`config.mk`:
```
export PLATFORM = sky130hd
export DESIGN_NAME = fb_rect_fill_flat
export DESIGN_NICKNAME = d
export VERILOG_FILES = /design/src/rtl/fb_rect_fill_if.sv /design/src/rtl/fb_rect_fill.sv /design/src/flat_wrapper.sv
export SDC_FILE = /design/constraint.sdc
export NUM_CORES = 1
export LEC_CHECK = 0
export CAP_MARGIN = 20
export CORE_MARGIN = 2
export CORE_UTILIZATION = 45
export DETAILED_ROUTE_END_ITERATION = 6
export GPL_TIMING_DRIVEN = 0
export PLACE_DENSITY = 0.74
export SLEW_MARGIN = 40
export SYNTH_ARGS = -nofsm -noshare
export SYNTH_HDL_FRONTEND = slang
export SYNTH_SLANG_ARGS = --single-unit
```
`constraint.sdc`:
```
create_clock -name clk -period 9.9 [get_ports clk]
set_input_delay 1.98 -clock clk [delete_from_list [all_inputs] [get_ports clk]]
set_output_delay 1.98 -clock clk [all_outputs]
set_load 0.005 [all_outputs]
```
`src/rtl/fb_rect_fill_if.sv`:
```
// rtl/fb_rect_fill_if.sv - command and BRAM port A bundle for the rectangle filler.
interface fb_rect_fill_if;
  logic        cmd_valid;
  logic        cmd_ready;
  logic [9:0]  cmd_x0;
  logic [9:0]  cmd_y0;
  logic [9:0]  cmd_w;
  logic [9:0]  cmd_h;
  logic [7:0]  cmd_color;
  logic        busy;
  logic        done;
  logic [18:0] bram_addra;
  logic        bram_clka;
  logic [31:0] bram_dina;
  logic        bram_ena;
  logic        bram_rsta;
  logic [3:0]  bram_wea;

  modport master (
    output cmd_valid, cmd_x0, cmd_y0, cmd_w, cmd_h, cmd_color,
    input  cmd_ready, busy, done, bram_addra, bram_clka, bram_dina,
    input  bram_ena, bram_rsta, bram_wea
  );

  modport slave (
    input  cmd_valid, cmd_x0, cmd_y0, cmd_w, cmd_h, cmd_color,
    output cmd_ready, busy, done, bram_addra, bram_clka, bram_dina,
    output bram_ena, bram_rsta, bram_wea
  );
endinterface

```
`src/rtl/fb_rect_fill.sv`:
```
// rtl/fb_rect_fill.sv - clipped solid-rectangle filler for the 8bpp framebuffer.
// One registered port A write per cycle; word writes on aligned 4-pixel spans.
module fb_rect_fill #(
  parameter int H_RES = 640,
  parameter int V_RES = 480
) (
  input  logic          clk,
  input  logic          resetn,
  fb_rect_fill_if.slave bus
);
  localparam logic [10:0] H_END  = 11'(H_RES);
  localparam logic [10:0] V_END  = 11'(V_RES);
  localparam logic [18:0] STRIDE = 19'(H_RES);

  typedef enum logic [1:0] {S_IDLE, S_SETUP, S_FILL, S_DONE} state_t;

  state_t      state_q, state_d;
  logic [9:0]  x0_q, x0_d, y0_q, y0_d, w_q, w_d, h_q, h_d;
  logic [7:0]  color_q, color_d;
  logic [10:0] x_end_q, x_end_d, y_end_q, y_end_d, x_q, x_d, y_q, y_d;
  logic [18:0] row_base_q, row_base_d;
  logic        last_q, last_d;
  logic        ena_q, ena_d;
  logic [3:0]  wea_q, wea_d;
  logic [18:0] addr_q, addr_d;
  logic [31:0] dina_q, dina_d;

  logic [10:0] sum_x, sum_y, x_end_c, y_end_c;
  logic [10:0] cur_x, cur_y, cur_xend, cur_yend, span, nx;
  logic [18:0] y0_base, cur_base;
  logic        empty_c, setup, word, issue;

  // SETUP issues the first write itself, so it reads the latched fields directly.
  always_comb begin
    sum_x    = {1'b0, x0_q} + {1'b0, w_q};
    sum_y    = {1'b0, y0_q} + {1'b0, h_q};
    x_end_c  = (sum_x > H_END) ? H_END : sum_x;
    y_end_c  = (sum_y > V_END) ? V_END : sum_y;
    empty_c  = ({1'b0, x0_q} >= H_END) || ({1'b0, y0_q} >= V_END) ||
               (w_q == 10'd0) || (h_q == 10'd0);
    y0_base  = ({9'd0, y0_q} << 9) + ({9'd0, y0_q} << 7);
    setup    = (state_q == S_SETUP);
    cur_x    = setup ? {1'b0, x0_q} : x_q;
    cur_y    = setup ? {1'b0, y0_q} : y_q;
    cur_xend = setup ? x_end_c : x_end_q;
    cur_yend = setup ? y_end_c : y_end_q;
    cur_base = setup ? y0_base : row_base_q;
    span     = cur_xend - cur_x;
    word     = (cur_x[1:0] == 2'b00) && (span >= 11'd4);
    nx       = cur_x + (word ? 11'd4 : 11'd1);
  end

  always_comb begin
    state_d    = state_q;
    x0_d       = x0_q;
    y0_d       = y0_q;
    w_d        = w_q;
    h_d        = h_q;
    color_d    = color_q;
    x_end_d    = x_end_q;
    y_end_d    = y_end_q;
    x_d        = x_q;
    y_d        = y_q;
    row_base_d = row_base_q;
    last_d     = last_q;
    ena_d      = 1'b0;
    wea_d      = 4'h0;
    addr_d     = addr_q;
    dina_d     = dina_q;
    issue      = 1'b0;

    case (state_q)
      S_IDLE: begin
        if (bus.cmd_valid) begin
          x0_d    = bus.cmd_x0;
          y0_d    = bus.cmd_y0;
          w_d     = bus.cmd_w;
          h_d     = bus.cmd_h;
          color_d = bus.cmd_color;
          state_d = S_SETUP;
        end
      end
      S_SETUP: begin
        x_end_d = x_end_c;
        y_end_d = y_end_c;
        if (empty_c) begin
          state_d = S_DONE;
        end else begin
          issue   = 1'b1;
          state_d = S_FILL;
        end
      end
      S_FILL: begin
        // last_q marks that the write now on the port finished the rectangle.
        if (last_q) state_d = S_DONE;
        else        issue   = 1'b1;
      end
      default: state_d = S_IDLE;
    endcase

    if (issue) begin
      ena_d  = 1'b1;
      wea_d  = word ? 4'hF : (4'b0001 << cur_x[1:0]);
      addr_d = cur_base + {8'd0, cur_x};
      dina_d = {4{color_q}};
      if (nx == cur_xend) begin
        x_d        = {1'b0, x0_q};
        y_d        = cur_y + 11'd1;
        row_base_d = cur_base + STRIDE;
        last_d     = ((cur_y + 11'd1) == cur_yend);
      end else begin
        x_d        = nx;
        y_d        = cur_y;
        row_base_d = cur_base;
        last_d     = 1'b0;
      end
    end
  end

  always_ff @(posedge clk or negedge resetn) begin
    if (!resetn) begin
      state_q    <= S_IDLE;
      x0_q       <= '0;
      y0_q       <= '0;
      w_q        <= '0;
      h_q        <= '0;
      color_q    <= '0;
      x_end_q    <= '0;
      y_end_q    <= '0;
      x_q        <= '0;
      y_q        <= '0;
      row_base_q <= '0;
      last_q     <= 1'b0;
      ena_q      <= 1'b0;
      wea_q      <= '0;
      addr_q     <= '0;
      dina_q     <= '0;
    end else begin
      state_q    <= state_d;
      x0_q       <= x0_d;
      y0_q       <= y0_d;
      w_q        <= w_d;
      h_q        <= h_d;
      color_q    <= color_d;
      x_end_q    <= x_end_d;
      y_end_q    <= y_end_d;
      x_q        <= x_d;
      y_q        <= y_d;
      row_base_q <= row_base_d;
      last_q     <= last_d;
      ena_q      <= ena_d;
      wea_q      <= wea_d;
      addr_q     <= addr_d;
      dina_q     <= dina_d;
    end
  end

  assign bus.cmd_ready  = (state_q == S_IDLE);
  assign bus.busy       = (state_q != S_IDLE);
  assign bus.done       = (state_q == S_DONE);
  assign bus.bram_clka  = clk;
  assign bus.bram_rsta  = 1'b0;
  assign bus.bram_ena   = ena_q;
  assign bus.bram_wea   = wea_q;
  assign bus.bram_addra = addr_q;
  assign bus.bram_dina  = dina_q;
endmodule

```
`src/flat_wrapper.sv`:
```
// flat-port wrapper written by rule: the top's interface ports become plain ports
module fb_rect_fill_flat 
#(
  parameter int H_RES = 640,
  parameter int V_RES = 480
)
  (clk, resetn, bus_cmd_valid, bus_cmd_x0, bus_cmd_y0, bus_cmd_w, bus_cmd_h, bus_cmd_color, bus_cmd_ready, bus_busy, bus_done, bus_bram_addra, bus_bram_clka, bus_bram_dina, bus_bram_ena, bus_bram_rsta, bus_bram_wea);
  fb_rect_fill_if bus_i ();
  input  logic clk;
  input  logic resetn;
  input wire logic [$bits(bus_i.cmd_valid)-1:0] bus_cmd_valid;
  input wire logic [$bits(bus_i.cmd_x0)-1:0] bus_cmd_x0;
  input wire logic [$bits(bus_i.cmd_y0)-1:0] bus_cmd_y0;
  input wire logic [$bits(bus_i.cmd_w)-1:0] bus_cmd_w;
  input wire logic [$bits(bus_i.cmd_h)-1:0] bus_cmd_h;
  input wire logic [$bits(bus_i.cmd_color)-1:0] bus_cmd_color;
  output wire logic [$bits(bus_i.cmd_ready)-1:0] bus_cmd_ready;
  output wire logic [$bits(bus_i.busy)-1:0] bus_busy;
  output wire logic [$bits(bus_i.done)-1:0] bus_done;
  output wire logic [$bits(bus_i.bram_addra)-1:0] bus_bram_addra;
  output wire logic [$bits(bus_i.bram_clka)-1:0] bus_bram_clka;
  output wire logic [$bits(bus_i.bram_dina)-1:0] bus_bram_dina;
  output wire logic [$bits(bus_i.bram_ena)-1:0] bus_bram_ena;
  output wire logic [$bits(bus_i.bram_rsta)-1:0] bus_bram_rsta;
  output wire logic [$bits(bus_i.bram_wea)-1:0] bus_bram_wea;
  assign bus_i.cmd_valid = bus_cmd_valid;
  assign bus_i.cmd_x0 = bus_cmd_x0;
  assign bus_i.cmd_y0 = bus_cmd_y0;
  assign bus_i.cmd_w = bus_cmd_w;
  assign bus_i.cmd_h = bus_cmd_h;
  assign bus_i.cmd_color = bus_cmd_color;
  assign bus_cmd_ready = bus_i.cmd_ready;
  assign bus_busy = bus_i.busy;
  assign bus_done = bus_i.done;
  assign bus_bram_addra = bus_i.bram_addra;
  assign bus_bram_clka = bus_i.bram_clka;
  assign bus_bram_dina = bus_i.bram_dina;
  assign bus_bram_ena = bus_i.bram_ena;
  assign bus_bram_rsta = bus_i.bram_rsta;
  assign bus_bram_wea = bus_i.bram_wea;
  fb_rect_fill #(.H_RES(H_RES), .V_RES(V_RES)) u_core (.clk(clk), .resetn(resetn), .bus(bus_i));
endmodule
```
==> summary.md <==
| Metric | Value |
|---|---|
| Layout Skew | 0.0146 ns |
| Max Slew Vio Count | 0 |
| Worst hold margin | 0.467 ns |
| Critical path type | flip-flop to flip-flop |
| CP Launch Type | flip-flop |
| Relative slew slack | 45.2% |
| Critical path arrival | 9.87 ns |
| Tmin final | 9.44 ns |
| Synth unique cells | 92 |
| Drt initial violations | 890 |
| Synth top area cells | dfrtp_1 34%, ha_1 7.4%, mux2_2 5.5% |
| Total gr overflow | 0 |
| Post-DP HPWL | between 20000 and 25000 µm |
| Routed WL | 31300 µm |
| Cell area after synthesis | 10600 µm² |
| Period utilization | 95.4% |
| Clk_lat worst skew | 0.55 ns |
| Unrepaired setup endpoints after global routing | no |
| Fraction of layout cells with a size suffix above 1 | 13.7% |
| Yosys top cell area share | 34.5% |
| Post-Synth Adder-Cell Area | 8.19% |
| Area grow syn2layout | 21.3% |
| First-pass GRT wire length | 48900 µm |
| FMAX | 106 MHz |
| Wire per inst | 19.5 µm |
| Register clock-pin slew on the reported worst setup and hold paths | 0.07 ns |
| Pin count of the biggest net entering global routing | 66 |
| Final hold viol count | 0 |
| EDFF count, synth | 0 |
| Status | finished, final reports clean |
| Post-CTS Hold Fix Bufs | 0 |
| Synth Area in Compound Gates | 19.5% |
| # rows | 56 |
| TritonCTS clock tree | yes |
| FF+latch count, synth | 146 |
| Final layout net count | approximately 1400 |
| CP max FO | 19 |
| Setup Viol. Count Final | 0 |
| Post-layout util | ~55% |
| # diodes | 0 |
| Buffers on Ports | 110 |
| DIE WIDTH | 157 µm |
| Net Count, Synth | 1255 |
| CP peak stage delay | just over 0.5 ns |
| GP Congestion | 0.911 |
| Via density | 5.81 |
| Ys async rst share | 100% |
| Worst EP required | 10.33 ns |
| Post-Syn Instances | 1137 |
| Placement Cell Area | 12200 µm² |
| Ys flop type | dfrtp_1 |
| Post-CTS Setup Bufs | 0 |
| Total GRT Usage | 25.9% |
| Actual slew at the worst max-slew pin | a little over 0.8 ns |
| Seq/Total Area, Yosys | 34.5% |
| Largest family of logic cells by synthesized area | compound AO/OA/AOI/OAI gates |
| Vias in the first global route | roughly 9000 |
| Die area | 24800 µm² |
| CP max-delay cell | o31ai_2 |
| Multiplexer area fraction after synthesis | 8.27% |
| Avg Cell Area, Syn | 9.32 µm² |
| Antenna viol nets, final | 0 |
| Maxcap violations | 0 |
| Worst min-delay path class | flip-flop to flip-flop |
| Io pins | 112 |
| Synth area leader | dfrtp_1 |
| Core area | 23300 µm² |
| Initial antenna violation count | 0 |
| Die Span Y | 157 µm |
| Remaining DRCs | 0 |
| YS warnings | 0 |
| Final instance area | 12900 µm² |
| Fillers | 2036 |
| Synth Area in XOR/XNOR | 5.91% |
| Via count | 9300 |
| Area share of and/or/nand/nor cells after synthesis | 17.3% |
| Starting density of the core | 45.4% |
| Total iterations of the first detailed-routing run | 7 |
| CP Capture Type | flip-flop |
synthesized netlist by cell type, types with 10 or more instances:
master,count
or3_1,11
nand2b_1,10
o31ai_1,16
dfrtp_1,146
nor3_1,29
a31oi_1,14
nor4_1,11
buf_4,28
xor2_1,18
o211ai_1,12
buf_2,11
o21a_1,13
nand3_1,22
inv_1,59
nor2_1,58
a211o_1,11
clkbuf_1,20
a211oi_1,17
mux2i_1,25
nor2b_1,26
nand2_1,118
xnor2_1,51
mux2_2,52
a21o_1,16
ha_1,63
a21oi_1,43
o21ai_0,63
metrics by stage:
step                TNS (ns)  setup slack [ns]  instances
CTS                        0             0.294       1602
floorplan                  0              1.89       1137
detailed placement    -17.74            -0.591       1568
global route               0            0.0349       1602
global placement      -22.64            -0.737       1566
finish                     0             0.460       1602
critical path: cells and delay by family (launching register included):
| kind | cells | cell delay, ns |
|---|---|---|
| simple gates | 4 | 0.88 |
| mux | 1 | 0.44 |
| compound gates | 14 | 3.18 |
| buf+inv | 13 | 3.38 |
| xor+xnor | 1 | 0.17 |
| fa+ha+maj | 3 | 0.82 |
| flops | 1 | 0.41 |
layer usage:
metal  global-route usage (%)  vias to the layer above  routed length [µm]
met5                        0                        -                   0
met4                     9.35                        0                 880
met3                     5.04                       78                1930
met2                     41.9                      345               15100
met1                     34.5                     4504               13400
li1                         -                     4373                   -
layout make-up:
type	instances	area [µm²]	area share [%]
inverters	60	225	1.75
flip-flops and latches	146	3650	28.4
plain buffers	72	444	3.45
clock buffers	22	524	4.08
multi-input cells	858	6320	49.1
repair buffers	111	1150	8.95
clock inverters	14	143	1.11
well taps	319	399	3.10
timing repair:
item,4_1_cts,5_1_grt
endpoints found under the hold margin,0,0
gates resized for setup,3,4
endpoints found under the setup margin,35,35
placed cells by master (no fill, tap or decap), types with 17 or more instances in the layout:
cell type and instances:
buf_4 28, nand3_1 22, xor2_1 18, nor2_1 58, nor2b_1 26, clkbuf_1 20, a211oi_1 17, ha_1 63
clkbuf_16 20, nand2_1 118, xnor2_1 51, mux2_2 52, mux2i_1 23, nor3_1 29, clkdlybuf4s50_1 109, dfrtp_1 146
a21oi_1 42, inv_1 59, o21ai_0 63
path summary, 6_finish.rpt:
check | from | to | slack, ns | depth (start not counted)
worst max register to register | u_core.state_q[1]$_DFFE_PN0P_ | u_core.y_q[5]$_DFFE_PN0P_ | 0.46 | 36
worst min-delay path | u_core.color_q[6]$_DFFE_PN0P_ | u_core.bus.bram_dina[30]$_DFFE_PN0P_ | 0.47 | 2
max in group asynchronous | resetn | u_core.bus.bram_addra[18]$_DFFE_PN0P_ | 7.70 | 3
worst min register to register | u_core.color_q[6]$_DFFE_PN0P_ | u_core.bus.bram_dina[30]$_DFFE_PN0P_ | 0.47 | 2
min in group asynchronous | resetn | u_core.y_end_q[4]$_DFF_PN0_ | 1.25 | 1
worst max-delay path | u_core.state_q[1]$_DFFE_PN0P_ | u_core.y_q[5]$_DFFE_PN0P_ | 0.46 | 36
registers in the layout, indices dropped and copies added (netlist names):
signal and cells:
u_core.bus.bram_dina 8, u_core.last_q 1, u_core.w_q 10, u_core.x0_q 10
u_core.x_q 11, u_core.color_q 8, u_core.bus.bram_wea 4, u_core.row_base_q 19
u_core.y_end_q 11, u_core.h_q 10, u_core.state_q 2, u_core.x_end_q 11
u_core.y0_q 10, u_core.y_q 11, u_core.bus.bram_ena 1, u_core.bus.bram_addra 19
cell families (layout without fill, tap and decap cells):
family / Yosys count / count (layout)
and+or+nand+nor: 351 / 351
buffers and inverters: 133 / 279
DFF: 146 / 146
xor gates and xnor gates: 70 / 70
AOI/OAI and AO/OA: 289 / 289
muxes: 80 / 80
adders and majority gates: 67 / 67
other: 1 / 1
Power is not shown: default switching activity piles up to over one toggle a cycle in this logic, so the estimate is an artifact.
